[src/rtl/mdio_master.sv]
// mdio_master: MDIO management-station engine (IEEE 802.3 clause 22).
// Generates MDC and serialises read/write frames onto the MDIO pad signals.
// For reads it releases the line at turnaround and captures the PHY's data.
//
// Parameters
//   DIV           MDC half-period in clk cycles (>= 2); MDC period = 2*DIV
//   PREAMBLE_LEN  number of leading 1 bits before ST (0..32, 0 = suppressed)
//
// Ports
//   clk, rst_n    system clock, asynchronous active-low reset
//   mdc           management clock to the PHY (held low when idle)
//   mdo           serial data towards the MDIO pad (1 when not driving)
//   mdo_valid     pad output enable, 1 = station drives MDIO
//   mdi           raw, asynchronous MDIO pad input
//   cmd_*         single-command valid/ready request (write/read, PHY, reg, data)
//   resp_valid    one-cycle pulse at frame completion
//   resp_data     read data (only reads update it)
//   resp_err      read turnaround error (0 for writes)

module mdio_master #(
  parameter int DIV          = 2,
  parameter int PREAMBLE_LEN = 32
) (
  input  logic        clk,
  input  logic        rst_n,
  output logic        mdc,
  output logic        mdo,
  output logic        mdo_valid,
  input  logic        mdi,
  input  logic        cmd_valid,
  output logic        cmd_ready,
  input  logic        cmd_write,
  input  logic [4:0]  cmd_phyad,
  input  logic [4:0]  cmd_regad,
  input  logic [15:0] cmd_data,
  output logic        resp_valid,
  output logic [15:0] resp_data,
  output logic        resp_err
);

  localparam int CW = $clog2(2 * DIV);

  // Phase within one MDC period: mdc is low for phases 0..DIV-1 and high for
  // DIV..2*DIV-1. The register update at the end of PH_RISE raises mdc, the
  // cycle with phase PH_SAMP is the first one with mdc high (read sampling),
  // and the end of PH_LAST drops mdc and presents the next bit.
  localparam logic [CW-1:0] PH_RISE  = CW'(DIV - 1);
  localparam logic [CW-1:0] PH_SAMP  = CW'(DIV);
  localparam logic [CW-1:0] PH_LAST  = CW'(2 * DIV - 1);
  localparam logic [5:0]    PRE_LAST = 6'(PREAMBLE_LEN - 1);

  typedef enum logic [2:0] {
    ST_IDLE,
    ST_PRE,
    ST_FRAME,
    ST_TA,
    ST_DATA
  } state_t;

  state_t          state;
  logic [CW-1:0]   phase;
  logic [5:0]      bit_cnt;
  logic [31:0]     shreg;
  logic            wr_q;
  logic            mdi_sync_p0;
  logic            mdi_sync_p1;

  // Everything after the preamble as one 32-bit word, MSB first. For reads the
  // TA and DATA positions hold ones so mdo rests at 1 while the line is released.
  function automatic logic [31:0] build_frame(input logic        wr,
                                              input logic [4:0]  phy,
                                              input logic [4:0]  rg,
                                              input logic [15:0] d);
    return {2'b01, (wr ? 2'b01 : 2'b10), phy, rg, (wr ? 2'b10 : 2'b11),
            (wr ? d : 16'hFFFF)};
  endfunction

  always_ff @(posedge clk or negedge rst_n) begin
    if (!rst_n) begin
      state       <= ST_IDLE;
      phase       <= '0;
      bit_cnt     <= '0;
      shreg       <= '1;
      wr_q        <= 1'b0;
      mdi_sync_p0 <= 1'b1;
      mdi_sync_p1 <= 1'b1;
      mdc         <= 1'b0;
      mdo         <= 1'b1;
      mdo_valid   <= 1'b0;
      cmd_ready   <= 1'b1;
      resp_valid  <= 1'b0;
      resp_data   <= '0;
      resp_err    <= 1'b0;
    end else begin
      // stage boundary: two-flop synchroniser for the asynchronous pad input
      mdi_sync_p0 <= mdi;
      mdi_sync_p1 <= mdi_sync_p0;
      resp_valid  <= 1'b0;

      case (state)
        ST_IDLE: begin
          mdc       <= 1'b0;
          mdo       <= 1'b1;
          mdo_valid <= 1'b0;
          if (cmd_valid && cmd_ready) begin
            shreg     <= build_frame(cmd_write, cmd_phyad, cmd_regad, cmd_data);
            wr_q      <= cmd_write;
            phase     <= '0;
            bit_cnt   <= '0;
            mdo_valid <= 1'b1;
            cmd_ready <= 1'b0;
            resp_err  <= 1'b0;
            if (PREAMBLE_LEN == 0) begin
              state <= ST_FRAME;
              mdo   <= 1'b0;  // first ST bit
            end else begin
              state <= ST_PRE;
              mdo   <= 1'b1;
            end
          end
        end

        default: begin
          if (phase == PH_RISE) begin
            mdc <= 1'b1;
          end

          // Read capture in the first mdc-high cycle of each bit.
          if (phase == PH_SAMP && !wr_q) begin
            if (state == ST_TA && bit_cnt == 6'd1) begin
              resp_err <= mdi_sync_p1;
            end
            if (state == ST_DATA) begin
              resp_data <= {resp_data[14:0], mdi_sync_p1};
            end
          end

          if (phase == PH_LAST) begin
            phase   <= '0;
            mdc     <= 1'b0;
            bit_cnt <= bit_cnt + 1'b1;
            case (state)
              ST_PRE: begin
                if (bit_cnt == PRE_LAST) begin
                  state   <= ST_FRAME;
                  bit_cnt <= '0;
                  mdo     <= shreg[31];
                end
              end
              ST_FRAME: begin
                shreg <= {shreg[30:0], 1'b1};
                mdo   <= shreg[30];
                if (bit_cnt == 6'd13) begin
                  state   <= ST_TA;
                  bit_cnt <= '0;
                  // Reads hand the line to the PHY for TA and DATA.
                  if (!wr_q) begin
                    mdo_valid <= 1'b0;
                  end
                end
              end
              ST_TA: begin
                shreg <= {shreg[30:0], 1'b1};
                mdo   <= shreg[30];
                if (bit_cnt == 6'd1) begin
                  state   <= ST_DATA;
                  bit_cnt <= '0;
                end
              end
              ST_DATA: begin
                if (bit_cnt == 6'd15) begin
                  state      <= ST_IDLE;
                  bit_cnt    <= '0;
                  mdo        <= 1'b1;
                  mdo_valid  <= 1'b0;
                  cmd_ready  <= 1'b1;
                  resp_valid <= 1'b1;
                end else begin
                  shreg <= {shreg[30:0], 1'b1};
                  mdo   <= shreg[30];
                end
              end
              default: begin
                state <= ST_IDLE;
              end
            endcase
          end else begin
            phase <= phase + 1'b1;
          end
        end
      endcase
    end
  end

endmodule
[config.mk]
export PLATFORM = sky130hd
export DESIGN_NAME = mdio_master
export DESIGN_NICKNAME = d
export VERILOG_FILES = /design/src/rtl/mdio_master.sv
export SDC_FILE = /design/constraint.sdc
export NUM_CORES = 1
export LEC_CHECK = 0
export ABC_AREA = 1
export CORE_MARGIN = 5
export CORE_UTILIZATION = 25
export CTS_CLUSTER_DIAMETER = 80
export DETAILED_ROUTE_END_ITERATION = 8
export SYNTH_ARGS = -nofsm -noshare
export SYNTH_HDL_FRONTEND = slang
export SYNTH_SLANG_ARGS = --single-unit
[constraint.sdc]
create_clock -name clk -period 4.9 [get_ports clk]
set_clock_uncertainty 0.05 [all_clocks]
set_input_delay 0.98 -clock clk [delete_from_list [all_inputs] [get_ports clk]]
set_output_delay 0.98 -clock clk [all_outputs]
set_load 0.005 [all_outputs]
After elaboration in Yosys (flattened, before gate mapping)
Cells that the tools add are included.
W data, S select, Z words.

operators by class
  $add $sub $neg = 2
  equal/unequal tests = 18
  muxes and demuxes = 54
  bitwise operators = 1
  reductions and logical operators = 24

operators by type and width
  kind                   number
  $mux W32               4
  $pmux W32 S2           1
  $mux W6                7
  $mux W1                26
  $pmux W6 S4            1
  $mux W3                7
  $mux W16               1
  $eq A6 B4 Y1 const B   2
  $pmux W3 S4            1
  $reduce_bool A2 Y1     5
  $ne A3 B3 Y1 const B   3
  $reduce_and A3 Y1      3
  $reduce_bool A3 Y1     3
  $mux W2                4
  $reduce_and A4 Y1      2
  $add A6 B1 Y6 const B  1
  $eq A3 B2 Y1 const B   2
  $eq A6 B1 Y1 const B   1
  $eq A6 B5 Y1 const B   1
  $ne A3 B1 Y1 const B   2
  $reduce_and A6 Y1      1
  $reduce_and A5 Y1      1
  $eq A2 B2 Y1 const B   2
  $reduce_and A2 Y1      2
  14 further kinds       16

word-level totals
  flip-flop bits (word level) = 68
  bits of input ports = 31
  word-level logic and storage cells = 113

Longest topological paths before layout
Gate-level depths: netlist of the first run.

  word-level depth = 5
  gate-level depth with buffers = 10

Worst setup path after synthesis of the first run
OpenSTA, ideal clock, no wires.

  path kind = input to register
  start point = in cmd_valid
  end point = reg shreg[5]
  setup time = 0.072 ns
  data arrival time = 1.677 ns
  setup slack = 3.101 ns
  stages = 7
  buffers on the path = 1
  cells stage by stage = nand2_1 > inv_1 > nand2_1 > nand2_2 > nand3_4 > buf_2 > o21ai_1

between the ends
  cells in the longest elaborated chain, start to end = 3

ends and longest elaborated chain
  item                                RTL line  text
  start: declaration                  30        input logic cmd_valid,
  $logic_and A1 B1 Y1                 105       if (cmd_valid && cmd_ready) begin
  $ne A2 B2 Y1 (no source line)       -
  $reduce_and A4 Y1 (no source line)  -
  end signal: assignment              106       shreg <= build_frame(cmd_write, cmd_phyad, cmd_regad, cmd_data);
  end signal: assignment              151       shreg <= {shreg[30:0], 1'b1};
  end signal: assignment              163       shreg <= {shreg[30:0], 1'b1};
  end: declaration                    63        logic [31:0] shreg;

No other way between the ends.
A chain may end at the register's enable or synchronous reset.

Final worst setup path of the first run
  start point = in cmd_valid
  end point = reg shreg[2]

The elaborated chain is that of the path after synthesis.

==> results of run 1 <==
per-layer routing:
| layer | GRT usage | part of all wire | vias up |
|---|---|---|---|
| met3 | 0.0324 | 0.037 | 6 |
| met4 | 0.0236 | 0.0079 | 0 |
| li1 | - | - | 1433 |
| met1 | 0.127 | 0.48 | 1330 |
| met2 | 0.166 | 0.48 | 60 |
| met5 | 0 | 0 | - |
sequential cells by signal (all words and copies together) (netlist names):
register     count
bit_cnt          6
cmd_ready        1
mdc              1
mdi_sync_p0      1
mdi_sync_p1      1
mdo              1
mdo_valid        1
phase            2
resp_data       16
resp_err         1
resp_valid       1
shreg           32
state            3
wr_q             1
synthesized netlist by cell type (all sizes together):
library cell	number	share of area
ha	5	0.019
xnor2	1	0.0027
nand4	1	0.0019
nor2	44	0.053
buf	10	0.016
nand3	26	0.043
xor2	1	0.0027
inv	34	0.039
clkbuf	6	0.0068
dfrtp	32	0.24
nand2	149	0.17
nor3	1	0.0015
o22ai	16	0.030
a21oi	10	0.015
dfstp	36	0.29
a31oi	1	0.0019
o21ai	44	0.067
where the power goes:
group	total (W)	switching (W)	internal [W]	leakage [nW]
Clock	0.000669	0.000257	0.000412	0.150
Combinational	0.00105	0.000632	0.000416	1.02
Sequential	0.00103	0.000153	0.000876	0.805
area by class of cell:
type                    instances  area (um^2)  area share
clock inverters                 6         67.6      0.0158
clock buffers                  10          239      0.0558
repair buffers                 54          531       0.124
inverters                      34          128      0.0298
multi-input cells             299         1360       0.316
well taps                     176          220      0.0514
flip-flops and latches         68         1750       0.407
cells by family after synthesis:
family / Yosys count / synth area share
AND/OR/NAND/NOR: 221 / 0.272
XOR/XNOR: 2 / 0.00530
adder cells (fa/ha/maj): 5 / 0.0189
flip-flops: 68 / 0.529
AO/OA/AOI/OAI: 71 / 0.114
buffers and inverters: 50 / 0.0613
through the flow:
step / power, W / hold WS [ns] / utilization / instance area [um^2] / worst slack [ns]
finish: 0.00275 / 0.304 / 0.328 / 4290 / 2.28
floorplan: 0.00175 / 0.295 / - / 3300 / 3.10
CTS: 0.00278 / 0.302 / 0.328 / 4290 / 2.32
global placement: 0.00206 / 0.299 / 0.304 / 3980 / 2.01
detailed placement: 0.00209 / 0.301 / 0.304 / 3980 / 1.96
global route: 0.00297 / 0.311 / 0.328 / 4290 / 2.09
worst paths after layout:
check	start	to	slack (ns)	cells after the start
setup / recovery	cmd_valid	shreg[2]	2.28	7
hold / removal	mdi_sync_p0	mdi_sync_p1	0.30	0
setup reg to reg	state[2]	shreg[2]	2.57	6
hold reg to reg	mdi_sync_p0	mdi_sync_p1	0.30	0
max in group asynchronous	rst_n	shreg[22]	3.20	2
min in group asynchronous	rst_n	resp_data[10]	0.63	1
==> results.md, run 1 <==
- Status: finished clean
- CTS Buffer Depth: 2
- Fraction of layout cells with a size suffix above 1: 0.138
- Worst EP arrival: 2.81 ns
- Cell Count Post-Placement: 631
- Yosys cell types: 24
- Max-Cap Viols: 0
- H-Tree Depth: 3
- Cell Area, Synth: roughly 3300 um^2
- Die height: 125 um
- Clock root buffer: clkbuf_16
- Total CTS buffers: 9
- Cts hold-fix bufs: 0
- Synth Instances: 417
- Fill count: 1382
- HP Class: flip-flop to flip-flop
- Total gr overflow: 0
- #FFs+latches synth: roughly 70
- Die area: 15600 um^2
- DPL Wire Length: around 5500 um
- CTS tree: yes
- Starting DRT DRC Count: 161
- Starting Density: 0.253
- Io pins: 53
- Initial antenna violation count: 0
- Total GRT Usage: 0.100
- CP top delay family: simple AND/OR/NAND/NOR gates
- Crit path kind: input pin to flip-flop
- CP max-delay cell: nand3_4
- CTS resizes: 0
- Area Growth Syn to Fin: 29.7%
- GP Congestion: 0.862
- Setup Fix Bufs, Post-CTS: 0
- Non-Filler Instances: about 650
- # diodes: 0
- Synthesis Warnings: 0
- CTS sink count: 68
- FMAX: around 0.38 GHz
- Worst-path cell chain: clkdlybuf4s50_1, nand2_1, inv_1, nand2_1, nand2_2, nand3_4, o21ai_0
- WL/cell: 12.0 um
- Slew HR: 0.348
- Fin Setup TNS: 0 ns
- Total core area: 13100 um^2
- Nets@finish: 502
- Vias in the first global route: 2685
- Post-synthesis sequential area ratio: 0.529
- Crit-path most repeated cell: nand2_1
- Clock Pin Slew Worst Setup and Hold Paths: 0.06 ns
- Routed vias/inst: 4.37
- Syn_nets: 453
- Core Rows: 42
- RSZ-0062 raised after global routing: false
- Final period utilization: 0.534
- Max-slew violations: 0
- Residual DRC count: 0
- Setup-violating endpoint count in the final report: 0
- Routed WL: around 7800 um
- Crit path time final: roughly 2.6 ns
- Final ANT Viol Nets: 0
- Critical path required time: 5.09 ns
- Fin. Hold Viols: 0
- Drt pass-1 iters: 4
- Clock latency on the worst-skew pair: about 0.33 ns
- Worst setup SP type: input pin
- Syn Area/Cell: 7.92 um^2
- Global-route wire length before repair: 13000 um
- Bufs and invs on worst path: 2
- Worst-margin pin slew: 0.976 ns
- Commonest non-fill, non-tap cells in the layout: nand2_1 (145), clkdlybuf4s50_1 (51), nor2_1 (42)
- Worst Path Max Fanout: 54
- Commonest non-fill, non-tap cell in the layout: nand2_1
- Pwr per Cell Area: between 600 and 700 nW/um^2
- DR vias: between 2000 and 3000
- I/O Buffers: 52
- Crit. End Element: flip-flop
- Die span in x: 125 um
- Slowest stage delay, CP: 0.49 ns
- Peak supply drop: between 200 and 300 uV
- Largest net degree at the start of global routing: 55
- Static Leak: 1.98 nW
No activity file was read; power rests on OpenSTA's default activity.
==> run 2, diff against run 1 <==
clock period = 2.6 ns   (was 4.9 ns; I/O delays follow)
==> run 2 against run 1 <==
  * Core utilization up 0.096 points
  * Global-route usage up 0.21 points
  * Routed wire length up 1.0%
  * Sequential share of layout area down 0.12 points
  * Final cell count up 0.46%
  * First-iteration DRC count up 16%
  * Setup slack worse by 1.8 ns
  * Combinational power up 91%
  * Critical endpoint is now shreg[3]
  * Largest power group unchanged
  * Highest routed layer unchanged
==> results.md, run 2 (same netlist as run 1, synthesis figures left out) <==
- Status: finished clean
- Total core area: 13100 um^2
- WL/cell: ~12 um
- Starting Density: 0.253
- Initial antenna violation count: 0
- Drt pass-1 iters: 4
- Starting DRT DRC Count: 187
- Vias in the first global route: 2796
- Total CTS buffers: 9
- CTS resizes: 0
- Worst EP arrival: ~2.3 ns
- GP Congestion: between 0.8 and 0.9
- Largest net degree at the start of global routing: 55
- Setup Fix Bufs, Post-CTS: 0
- Reg2reg path depth: 7
- Clock root buffer: clkbuf_16
- Die height: 125 um
- Worst Path Max Fanout: 54
- Fin Setup TNS: 0 ns
- RR Startpoint: state[0]
- Regs by FF count: shreg x32, resp_data x16, bit_cnt x6
- Crit path time final: approximately 2.1 ns
- Die span in x: 125 um
- Fraction of layout cells with a size suffix above 1: 0.143
- Post-layout util: 0.329
- DR vias: 2803
- Final ANT Viol Nets: 0
- Setup-violating endpoint count in the final report: 0
- Reg2reg end: shreg[3]
- Io pins: 53
- Max reg flops: 32
- Max-slew violations: 0
- RSZ-0062 raised after global routing: false
- Area Growth Syn to Fin: 30.1%
- Clock latency on the worst-skew pair: around 0.33 ns
- Core Rows: 42
- Routed vias/inst: 4.31
- # diodes: 0
- Cts hold-fix bufs: 0
- Routed WL: 7840 um
- DPL Wire Length: 5570 um
- H-Tree Depth: 3
- Clock Pin Slew Worst Setup and Hold Paths: ~0.060 ns
- Final period utilization: 0.825
- Commonest non-fill, non-tap cells in the layout: nand2_1 (145), clkdlybuf4s50_1 (51), nor2_1 (42)
- R2r setup slk: around 0.46 ns
- CTS Buffer Depth: 2
- Area of the multi-input gates: 1360 um^2
- Fin. Hold Viols: 0
- FMAX: 0.466 GHz
- HP Class: input pin to asynchronous set/reset pin
- Worst setup SP type: input pin
- CTS tree: yes
- Die area: approximately 16000 um^2
- Crit. End Element: flip-flop
- Nets@finish: 505
- Residual DRC count: 0
- Largest Register: shreg
- Total gr overflow: 0
- Pwr per Cell Area: 1190 nW/um^2
- Flip-flop and latch area: 1750 um^2
- CTS sink count: 68
- Static Leak: a little under 2 nW
- Worst-margin pin slew: about 0.74 ns
- Crit path kind: input pin to flip-flop
- Global-route wire length before repair: around 13000 um
- Area after DPL: 4020 um^2
- Commonest non-fill, non-tap cell in the layout: nand2_1
- Design area: 4300 um^2
- Total GRT Usage: 0.102
- Critical path required time: 2.79 ns
- Peak supply drop: between 400 and 500 uV
- I/O Buffers: between 50 and 60
- Max-Cap Viols: 0
- Fill count: 1390
- Slew HR: 0.507
-- run 2: layer usage --
| layer | GRT usage | part of all wire | vias to the layer above |
|---|---|---|---|
| met5 | 0 | 0 | - |
| met3 | 0.0303 | 0.038 | 6 |
| met1 | 0.136 | 0.47 | 1308 |
| met4 | 0.0261 | 0.0059 | 0 |
| li1 | - | - | 1437 |
| met2 | 0.164 | 0.48 | 52 |
-- run 2: final cells by class --
class                      count  area share
multi-input combinational    299       0.315
clock buffer                  10      0.0556
sequential                    68       0.406
tap                          176      0.0512
timing repair buffer          57       0.132
clock inverter                 6      0.0105
inverter                      34      0.0297
-- run 2: power breakdown --
part	internal, W	total [W]	switching (W)
Combinational	0.000813	0.00201	0.00120
Clock	0.000679	0.00117	0.000488
Sequential	0.00165	0.00194	0.000291
-- run 2: worst max-delay path, stage by stage --
cell and delay [ns]:
clkdlybuf4s50_1 0.46, nand2_1 0.05, inv_1 0.08, nand2_1 0.14, nand2_2 0.25, nand3_4 0.46
o21ai_0 0.35
-- run 2: worst max-delay path by stage --
| stage | slack, ns | cells past startpoint | startpoint | end |
|---|---|---|---|---|
| 6_report | 0.45 | 7 | cmd_valid | shreg[3] |
| 4_1_cts | 0.44 | 7 | cmd_valid | shreg[3] |
| 3_3_place_gp | 0.18 | 7 | cmd_valid | shreg[1] |
| 5_1_grt | 0.22 | 7 | state[0] | shreg[3] |
| 2_1_floorplan | 1.05 | 8 | bit_cnt[0] | shreg[18] |
| 3_5_place_dp | 0.1 | 7 | cmd_valid | shreg[3] |
-- run 2: metrics by stage --
step	hold WS (ns)	worst slack, ns	total power, W	std cells
2_1_floorplan	0.174	1.05	0.00329	417
3_3_place_gp	0.298	0.179	0.00393	634
3_5_place_dp	0.299	0.0995	0.00398	634
4_1_cts	0.161	0.440	0.00519	650
5_1_grt	0.191	0.221	0.00557	650
6_report	0.144	0.454	0.00512	650
==> run 3, diff against run 2 <==
clock period = 2 ns   (was 2.6 ns; I/O delays follow)
==> run 3 against run 2 <==
  * Core utilization up 0.46 points
  * Setup slack worse by 0.30 ns
  * Combinational power up 35%
  * Critical endpoint is now cmd_ready
==> results.md, run 3 (same netlist as run 1, synthesis figures left out) <==
- Starting DRT DRC Count: 166
- Vias in the first global route: 2789
- CP max-delay cell: dfstp_2
- Total GRT Usage: 0.105
- Routed vias/inst: 4.25
- Routed WL: 7760 um
- Setup Fix Bufs, Post-CTS: 0
- Slew HR: 0.695
- Core Rows: 42
- CTS Buffer Depth: 2
- Regs by FF count: shreg x32, resp_data x16, bit_cnt x6
- Total CTS buffers: 9
- Pwr per Cell Area: 1530 nW/um^2
- Bufs and invs on worst path: 1
- Slowest stage delay, CP: 0.56 ns
- Crit. End Element: output port
- Setup-violating endpoint count in the final report: 0
- DPL Wire Length: 5590 um
- Max-Cap Viols: 0
- Static Leak: ~2.0 nW
- Global-route wire length before repair: 13500 um
- Peak supply drop: 709 uV
- Clock latency on the worst-skew pair: 0.33 ns
- Initial antenna violation count: 0
- Residual DRC count: 0
- Flip-flop and latch area: 1750 um^2
- Die span in x: 125 um
- Commonest non-fill, non-tap cell in the layout: nand2_1
- Max-slew violations: 0
- Clock Pin Slew Worst Setup and Hold Paths: ~0.060 ns
- Worst-margin pin slew: 0.457 ns
- RSZ-0062 raised after global routing: false
- Largest net degree at the start of global routing: 69
- H-Tree Depth: 3
- Die area: 15600 um^2
- Worst-path cell chain: clkdlybuf4s50_1
- GP Congestion: a little over 0.8
- CP top delay family: flip-flops
- Status: finished clean
- Worst Path Max Fanout: 3
- I/O Buffers: 52
- Fin. Hold Viols: 0
- Nets@finish: 511
- Commonest non-fill, non-tap cells in the layout: nand2_1 (145), clkdlybuf4s50_1 (51), nor2_1 (42)
- Die height: 125 um
- Io pins: 53
- Fraction of layout cells with a size suffix above 1: 0.154
- Max reg flops: 32
- CTS sink count: 68
- Non-Filler Instances: 656
- Critical path required time: ~1.6 ns
- Total gr overflow: 0
- # diodes: 0
- Total core area: between 10000 and 15000 um^2
- WL/cell: 11.8 um
- Crit path kind: flip-flop to output port
- Worst setup SP type: flip-flop
- Drt pass-1 iters: 4
- Worst EP arrival: 1.39 ns
- DR vias: 2788
- FMAX: 0.543 GHz
- Clock root buffer: clkbuf_16
- Cell Count Post-Placement: between 600 and 700
- Crit path time final: 1.84 ns
- Fill count: 1383
- Final ANT Viol Nets: 0
- Largest Register: shreg
- Area of the multi-input gates: 1360 um^2
- Fin Setup TNS: 0 ns
- CTS tree: yes
- Starting Density: 0.253
- Final period utilization: 0.922
- HP Class: input pin to asynchronous set/reset pin
- Area Growth Syn to Fin: 31.9%
==> run 3: changes by cell type in the layout (fill, tap and decap cells not counted) <==
cell        delta
a21oi_2        +1
a21oi_1        -1
inv_4          -2
clkbuf_1       +1
clkinv_2       +4
buf_4          +4
buf_12         +2
clkinvlp_4     -1
inv_6          -2
==> run 3: power breakdown <==
group          switching [W]  internal [W]  leakage [nW]
sequential          0.000383       0.00215         0.805
combinational        0.00158       0.00113          1.08
clock               0.000561      0.000862         0.135
==> run 3: routing by layer <==
| metal | vias up | track usage | share of wire | wire, um |
|---|---|---|---|---|
| met2 | 47 | 0.167 | 0.48 | 3690 |
| met5 | - | 0 | 0 | 0 |
| met1 | 1284 | 0.134 | 0.47 | 3640 |
| met4 | 0 | 0.0364 | 0.014 | 107 |
| li1 | 1447 | - | - | - |
| met3 | 10 | 0.0354 | 0.041 | 322 |
==> run 3: worst paths after layout <==
kind                        startpoint     endpoint  slack (ns)  cells past startpoint
setup / recovery             cmd_ready    cmd_ready        0.16                      1
hold / removal                   rst_n     phase[0]        0.04                      2
setup reg to reg            bit_cnt[0]    shreg[10]        0.19                      8
hold reg to reg            mdi_sync_p0  mdi_sync_p1        0.31                      0
max in group asynchronous        rst_n    shreg[25]        1.53                      2
min in group clk           mdi_sync_p0  mdi_sync_p1        0.31                      0
==> run 3: through the flow <==
| step | setup WS [ns] | total power [W] | utilization | hold WS [ns] | instance area [um^2] |
|---|---|---|---|---|---|
| after floorplan | 0.453 | 0.00428 | - | 0.0544 | 3300 |
| after global placement | 0.149 | 0.00520 | 0.312 | 0.299 | 4090 |
| after detailed placement | 0.0717 | 0.00528 | 0.312 | 0.304 | 4090 |
| after CTS | 0.0398 | 0.00675 | 0.333 | 0.0513 | 4360 |
| after global routing | 0.0163 | 0.00730 | 0.333 | 0.0732 | 4360 |
| final | 0.157 | 0.00667 | 0.333 | 0.0435 | 4360 |
==> run 3: repair_timing <==
action                     CTS  global route
gates resized for setup      0             1
setup endpoints to repair    0            10
hold buffers                 0             0
==> run 3: final cells by class <==
class,instances,share of cell area
well taps,176,0.0505
multi-input cells,299,0.312
repair buffers,63,0.146
flip-flops and latches,68,0.401
inverters,34,0.0293
clock inverters,5,0.00631
clock buffers,11,0.0557
